File: src/rtl/pwm_pkg.sv
// Shared types and default widths for the PWM duty sequencer.
package pwm_pkg;

  localparam int DUTY_W_DEF = 4;
  localparam int DIV_W_DEF  = 8;

  typedef enum logic [1:0] {
    S_IDLE,
    S_RAMP_UP,
    S_RAMP_DN
  } seq_state_t;

endpackage : pwm_pkg

File: src/rtl/pwm_duty_sequencer_if.sv
// Target-duty request channel: valid/ready handshake carrying the target
// duty and the periods-per-step divider.
interface pwm_duty_sequencer_if #(
  parameter int DUTY_W = 4,
  parameter int DIV_W  = 8
);

  logic              i_tgt_valid;
  logic [DUTY_W-1:0] i_tgt_duty;
  logic [DIV_W-1:0]  i_step_div;
  logic              o_tgt_ready;

  // Requester side: offers a target and holds it until ready.
  modport master (
    output i_tgt_valid,
    output i_tgt_duty,
    output i_step_div,
    input  o_tgt_ready
  );

  // Sequencer side: accepts a target when idle.
  modport slave (
    input  i_tgt_valid,
    input  i_tgt_duty,
    input  i_step_div,
    output o_tgt_ready
  );

endinterface : pwm_duty_sequencer_if

File: src/rtl/pwm_step_timer.sv
// Counts PWM period ends and emits a one-cycle step pulse every div_eff
// periods. A clear (idle, abort, accept) restarts the count from zero and
// suppresses any step on that cycle.
module pwm_step_timer
  import pwm_pkg::*;
#(
  parameter int DIV_W = DIV_W_DEF
) (
  input  logic             i_clk,
  input  logic             i_rst,
  input  logic             clr,
  input  logic             i_period_end,
  input  logic [DIV_W-1:0] div_eff,
  output logic             step
);

  logic [DIV_W-1:0] cnt_q;
  logic [DIV_W-1:0] cnt_d;
  logic             hit;

  // Next count and step qualification.
  always_comb begin
    // NOTE: every combinational output gets a default first so no path
    // leaves it unassigned, which would infer a latch.
    cnt_d = cnt_q;
    hit   = (cnt_q == (div_eff - DIV_W'(1)));
    step  = i_period_end && hit && !clr;
    if (clr) begin
      cnt_d = '0;
    end else if (i_period_end) begin
      cnt_d = hit ? '0 : cnt_q + DIV_W'(1);
    end
  end

  // Period count register.
  always_ff @(posedge i_clk) begin
    // NOTE: reset is synchronous (sampled on the clock edge), and state is
    // updated with non-blocking assignments so all flops see pre-edge values.
    if (i_rst) begin
      cnt_q <= '0;
    end else begin
      cnt_q <= cnt_d;
    end
  end

endmodule : pwm_step_timer

File: src/rtl/pwm_duty_sequencer.sv
// Soft-ramp controller for the PWM block: accepts a target duty and walks
// o_duty toward it one LSB per div_eff PWM periods. Duty only changes on
// the edge that samples a period end, so every PWM period is complete.
module pwm_duty_sequencer
  import pwm_pkg::*;
#(
  parameter int DUTY_W = DUTY_W_DEF,
  parameter int DIV_W  = DIV_W_DEF
) (
  input  logic                 i_clk,
  input  logic                 i_rst,
  pwm_duty_sequencer_if.slave  tgt_if,
  input  logic                 i_period_end,
  input  logic                 i_abort,
  output logic [DUTY_W-1:0]    o_duty,
  output logic                 o_busy,
  output logic                 o_done
);

  seq_state_t        state_q;
  logic [DUTY_W-1:0] duty_q;
  logic [DUTY_W-1:0] tgt_q;
  logic [DIV_W-1:0]  div_q;
  logic              done_q;

  logic              accept;
  logic              step;
  logic              timer_clr;
  logic [DIV_W-1:0]  div_in_eff;
  logic [DUTY_W-1:0] duty_inc;
  logic [DUTY_W-1:0] duty_dec;

  // A divider of zero behaves as one step per period.
  assign div_in_eff = (tgt_if.i_step_div == '0) ? DIV_W'(1) : tgt_if.i_step_div;
  assign accept     = tgt_if.i_tgt_valid && (state_q == S_IDLE);
  assign duty_inc   = duty_q + DUTY_W'(1);
  assign duty_dec   = duty_q - DUTY_W'(1);

  // The count only runs while ramping; the accept cycle is idle, so a period
  // end coinciding with accept is not counted. Abort also clears it.
  assign timer_clr  = (state_q == S_IDLE) || i_abort;

  pwm_step_timer #(
    .DIV_W (DIV_W)
  ) u_step_timer (
    .i_clk        (i_clk),
    .i_rst        (i_rst),
    .clr          (timer_clr),
    .i_period_end (i_period_end),
    .div_eff      (div_q),
    .step         (step)
  );

  // Sequencer FSM with target, divider, duty and done registers.
  always_ff @(posedge i_clk) begin
    if (i_rst) begin
      state_q <= S_IDLE;
      duty_q  <= '0;
      tgt_q   <= '0;
      div_q   <= DIV_W'(1);
      done_q  <= 1'b0;
    end else begin
      done_q <= 1'b0;
      unique case (state_q)
        S_IDLE: begin
          if (accept) begin
            tgt_q <= tgt_if.i_tgt_duty;
            div_q <= div_in_eff;
            if (tgt_if.i_tgt_duty > duty_q) begin
              state_q <= S_RAMP_UP;
            end else if (tgt_if.i_tgt_duty < duty_q) begin
              state_q <= S_RAMP_DN;
            end else begin
              done_q <= 1'b1;
            end
          end
        end
        // duty_q < tgt_q here, so the increment cannot wrap.
        S_RAMP_UP: begin
          if (i_abort) begin
            state_q <= S_IDLE;
          end else if (step) begin
            duty_q <= duty_inc;
            if (duty_inc == tgt_q) begin
              state_q <= S_IDLE;
              done_q  <= 1'b1;
            end
          end
        end
        // duty_q > tgt_q here, so the decrement cannot wrap.
        S_RAMP_DN: begin
          if (i_abort) begin
            state_q <= S_IDLE;
          end else if (step) begin
            duty_q <= duty_dec;
            if (duty_dec == tgt_q) begin
              state_q <= S_IDLE;
              done_q  <= 1'b1;
            end
          end
        end
        default: begin
          state_q <= S_IDLE;
        end
      endcase
    end
  end

  assign o_duty             = duty_q;
  assign o_done             = done_q;
  assign o_busy             = (state_q != S_IDLE);
  assign tgt_if.o_tgt_ready = (state_q == S_IDLE);

endmodule : pwm_duty_sequencer
File: src/flat_wrapper.sv
// flat-port wrapper written by rule: the top's interface ports become plain ports
module pwm_duty_sequencer_flat import pwm_pkg::*;
#(
  parameter int DUTY_W = DUTY_W_DEF,
  parameter int DIV_W  = DIV_W_DEF
)
  (i_clk, i_rst, i_period_end, i_abort, o_duty, o_busy, o_done, tgt_if_i_tgt_valid, tgt_if_i_tgt_duty, tgt_if_i_step_div, tgt_if_o_tgt_ready);
  pwm_duty_sequencer_if #(.DUTY_W(DUTY_W), .DIV_W(DIV_W)) tgt_if_i ();
  input  logic i_clk;
  input  logic i_rst;
  input  logic i_period_end;
  input  logic i_abort;
  output logic [DUTY_W-1:0] o_duty;
  output logic o_busy;
  output logic o_done;
  input wire logic [$bits(tgt_if_i.i_tgt_valid)-1:0] tgt_if_i_tgt_valid;
  input wire logic [$bits(tgt_if_i.i_tgt_duty)-1:0] tgt_if_i_tgt_duty;
  input wire logic [$bits(tgt_if_i.i_step_div)-1:0] tgt_if_i_step_div;
  output wire logic [$bits(tgt_if_i.o_tgt_ready)-1:0] tgt_if_o_tgt_ready;
  assign tgt_if_i.i_tgt_valid = tgt_if_i_tgt_valid;
  assign tgt_if_i.i_tgt_duty = tgt_if_i_tgt_duty;
  assign tgt_if_i.i_step_div = tgt_if_i_step_div;
  assign tgt_if_o_tgt_ready = tgt_if_i.o_tgt_ready;
  pwm_duty_sequencer #(.DUTY_W(DUTY_W), .DIV_W(DIV_W)) u_core (.i_clk(i_clk), .i_rst(i_rst), .tgt_if(tgt_if_i), .i_period_end(i_period_end), .i_abort(i_abort), .o_duty(o_duty), .o_busy(o_busy), .o_done(o_done));
endmodule
File: config.mk
export PLATFORM = sky130hd
export DESIGN_NAME = pwm_duty_sequencer_flat
export DESIGN_NICKNAME = d
export VERILOG_FILES = /design/src/rtl/pwm_pkg.sv /design/src/rtl/pwm_duty_sequencer_if.sv /design/src/rtl/pwm_step_timer.sv /design/src/rtl/pwm_duty_sequencer.sv /design/src/flat_wrapper.sv
export SDC_FILE = /design/constraint.sdc
export NUM_CORES = 1
export LEC_CHECK = 0
export BUFFER_PORTS_ARGS = -buffer_cell sky130_fd_sc_hd__buf_4
export CAP_MARGIN = 20
export CORE_MARGIN = 4
export CORE_UTILIZATION = 40
export DETAILED_ROUTE_END_ITERATION = 8
export PLACE_DENSITY_LB_ADDON = 0.3
export SYNTH_ARGS = -nofsm -noshare
export SYNTH_HDL_FRONTEND = slang
export SYNTH_SLANG_ARGS = --single-unit
export TNS_END_PERCENT = 50
File: constraint.sdc
create_clock -name i_clk -period 4.7 [get_ports i_clk]
set_clock_uncertainty 0.15 [all_clocks]
set_input_delay 0.47 -clock i_clk [delete_from_list [all_inputs] [get_ports i_clk]]
set_output_delay 0.47 -clock i_clk [all_outputs]
set_load 0.005 [all_outputs]
==> flow_metrics.py <==
metrics = {
    "cts": {
        "htreeDepth": 1,
        "clk_latency_ps": 270,
        "cts_setup_buffers": 0,
        "cts_buffers": 3,
        "cts_tree": "done",
        "cts_hold_buffers": 0,
        "cts_resized": 0,
        "clock_sinks": 27,
        "clk_pin_slew_ps": 90,
        "clockBufferDepth": 2,
        "cts_root_buffer": "clkbuf_8",
    },
    "pwr": {
        "power_frac_comb_pct": 25.8,
        "seq_power_share_pct": 48.9,
        "vdd_drop_max_mv": 0.182,
        "clock_power_share_pct": 25.3,
        "leakagePower_nw": 0.783,
        "p_sw_share_pct": 31.0,
        "power_density_nw_per_um2": 269,
        "p_int_uw": 362,
        "netSwitchingPower_uw": 163,
    },
    "synth": {
        "synth_cells": 208,
        "synth_edf_count": 0,
        "avgSynthCellArea_um2": 8.11,
        "yosysSeqAreaShare_pct": 32.0,
        "yosysUniqueCellTypes": 45,
        "synth.area.top_cells": "dfxtp_1 32%, nand2_1 7.1%, ha_1 5.9%",
        "synthArstFlopShare_pct": 0,
        "synth_area_um2": 1690,
        "syn_nets": 233,
        "yosys_warnings": 0,
        "ys_ff_latch": 27,
        "synth_ff_type": "dfxtp_1",
        "yosys.area.top_type": "dfxtp_1",
        "netlist.area_leader.share_pct": 32.0,
    },
    "sta": {
        "whs_ps": 226,
        "timing.final.ws_setup_ps": 2080,
        "max-slew-margin-rel_pct": 42.4,
        "setup_violations": 0,
        "finalCritPeriodShare_pct": 55.6,
        "period_needed_ps": 2620,
        "maxClockFrequency_mhz": 382,
        "worst_slew_pin_slew_ps": 861,
        "drv_slew": 0,
        "hold_violations": 0,
        "fin_setup_tns_ps": 0,
        "rsz0062_at_grt": "no",
    },
    "worst_setup_path": {
        "critPathLaunchType": "flip-flop",
        "critPathCaptureType": "flip-flop",
        "required_ps": 4720,
        "regToRegSetupSlack_ps": 2080,
        "worstPathArrival_ps": 2630,
        "path_max_fanout": 8,
        "path_class": "flip-flop to flip-flop",
    },
    "die": {
        "core_area_um2": 4030,
        "die_y_um": 73.0,
        "rows": 23,
        "fp.dieW_um": 73.0,
        "io_pins": 24,
        "die-area_um2": 5320,
        "floorplan.initialDensity_pct": 41.9,
    },
    "grt": {
        "antenna_found_initial": 0,
        "first_global_vias": 1312,
        "grt_first_pass_wirelength_um": 6460,
        "overflow": 0,
        "grt_util_all_layers_pct": 15.7,
        "grt_max_degree": 25,
    },
    "cells_and_area": {
        "fill_cells": 422,
        "utilization_pct": 48.4,
        "nets": 256,
        "syn_to_final_growth_pct": 15.6,
        "diodes": 0,
        "drive_gt1_share_pct": 16.5,
        "finalInstanceArea_um2": 1950,
    },
    "hold_path": {
        "worstHoldPathType": "input port to flip-flop",
    },
    "placement": {
        "place_congestion": 0.832,
        "post-place-ws_ps": 2140,
        "placed_area_um2": 1900,
        "numPortBuffers": 23,
        "dp_hpwl_um": 2950,
    },
    "route": {
        "drt-vias-per-instance": 5.36,
        "via_count": 1502,
        "dr.pass1.iters": 4,
        "ant_nets": 0,
        "finalWirelength_um": 3890,
        "drt-initial-drc-count": 98,
        "wl_per_cell_um": 13.9,
        "drc_errors": 0,
    },
    "job": {
        "timing.max_cap.violations": 0,
    },
    "status": {
        "status": "finished clean",
    },
}
-- cell type report --
cell class | instances | area [um^2] | share of cell area (%)
clock buffer | 3 | 41.3 | 2.12
timing repair buffer | 23 | 173 | 8.85
multi-input combinational | 165 | 1090 | 55.7
tap | 50 | 62.6 | 3.21
inverter | 11 | 41.3 | 2.12
sequential | 27 | 541 | 27.7
clock inverter | 1 | 5.00 | 0.257
-- path summary, 6_finish.rpt --
check / endpoint / start / cells after the start
min: u_core.u_step_timer.cnt_q[1]$_SDFFE_PP0P_ / i_abort / 2
min reg2reg: u_core.tgt_q[0]$_SDFFE_PP0P_ / u_core.tgt_q[0]$_SDFFE_PP0P_ / 2
max: u_core.state_q[1]$_SDFFE_PP0P_ / u_core.div_q[0]$_SDFFE_PP1P_ / 8
max reg2reg: u_core.state_q[1]$_SDFFE_PP0P_ / u_core.div_q[0]$_SDFFE_PP1P_ / 8
-- layout by cell type, fill, tap and decap left out, types with 6 or more instances in the layout --
cell type  count
nor2_1        17
a21oi_1       17
nand2_1       32
nor3_1         6
buf_4         23
xor2_1        10
dfxtp_1       27
inv_1         11
xnor2_1       10
ha_1           8
nand4_1        6
-- flip-flops by register name, indices dropped and copies added, names as in the netlist --
| signal | count |
|---|---|
| u_core.div_q | 8 |
| u_core.o_done | 1 |
| u_core.o_duty | 4 |
| u_core.tgt_q | 4 |
| u_core.state_q | 2 |
| u_core.u_step_timer.cnt_q | 8 |
-- metal layers --
layer  wire, um  track usage, %  vias up
met3        211            3.72        5
met5          0               0        -
met1       1980            23.0      682
met2       1650            22.7       36
li1           -               -      779
met4         46            4.92        0
-- synth_stat cells, types with 2 or more instances --
| cell type | n |
|---|---|
| nand2_1 | 32 |
| and3_1 | 2 |
| ha_1 | 8 |
| nor2b_1 | 3 |
| and2b_2 | 2 |
| nor4_1 | 3 |
| nor3_1 | 6 |
| xnor2_1 | 10 |
| nand3_1 | 5 |
| clkbuf_1 | 5 |
| a211oi_1 | 2 |
| a211o_1 | 2 |
| a211oi_2 | 2 |
| o21ai_0 | 3 |
| a21oi_1 | 17 |
| inv_1 | 11 |
| mux2i_1 | 3 |
| a31oi_1 | 3 |
| xor2_1 | 10 |
| o31ai_1 | 2 |
| dfxtp_1 | 27 |
| nand2b_1 | 5 |
| nand4_1 | 6 |
| a21o_1 | 2 |
| nor2_1 | 17 |
-- per-stage QoR --
stage	instances	total power, mW
floorplan	208	0.354
global placement	276	0.395
detailed placement	276	0.397
CTS	280	0.530
global route	280	0.560
finish	280	0.525
-- power by group through the flow --
stage / clock network, mW / registers (mW) / logic (mW)
floorplan: 0 / 0.257 / 0.0972
global placement: 0 / 0.261 / 0.134
detailed placement: 0 / 0.262 / 0.135
CTS: 0.138 / 0.256 / 0.136
global route: 0.149 / 0.259 / 0.151
finish: 0.133 / 0.257 / 0.135
-- kinds of logic (layout without fill, tap and decap cells) --
family / count (synthesis) / in the layout / share of synthesized area, %
fa+ha+maj: 8 / 8 / 5.93
compound gates: 42 / 42 / 17.2
xor+xnor: 21 / 21 / 11.9
flops: 27 / 27 / 32.0
simple gates: 90 / 90 / 26.9
mux: 4 / 4 / 2.45
buf+inv: 16 / 38 / 3.56
-- worst max-delay path, stage by stage, from the launching register on --
cell      delay (ps)
dfxtp_1          360
inv_1             70
ha_1             160
nor3b_1          310
nor4b_1          280
a311oi_1         110
a211oi_2         540
a31oi_1          210
mux2_2           310
No activity file was read; power rests on OpenSTA's default activity.
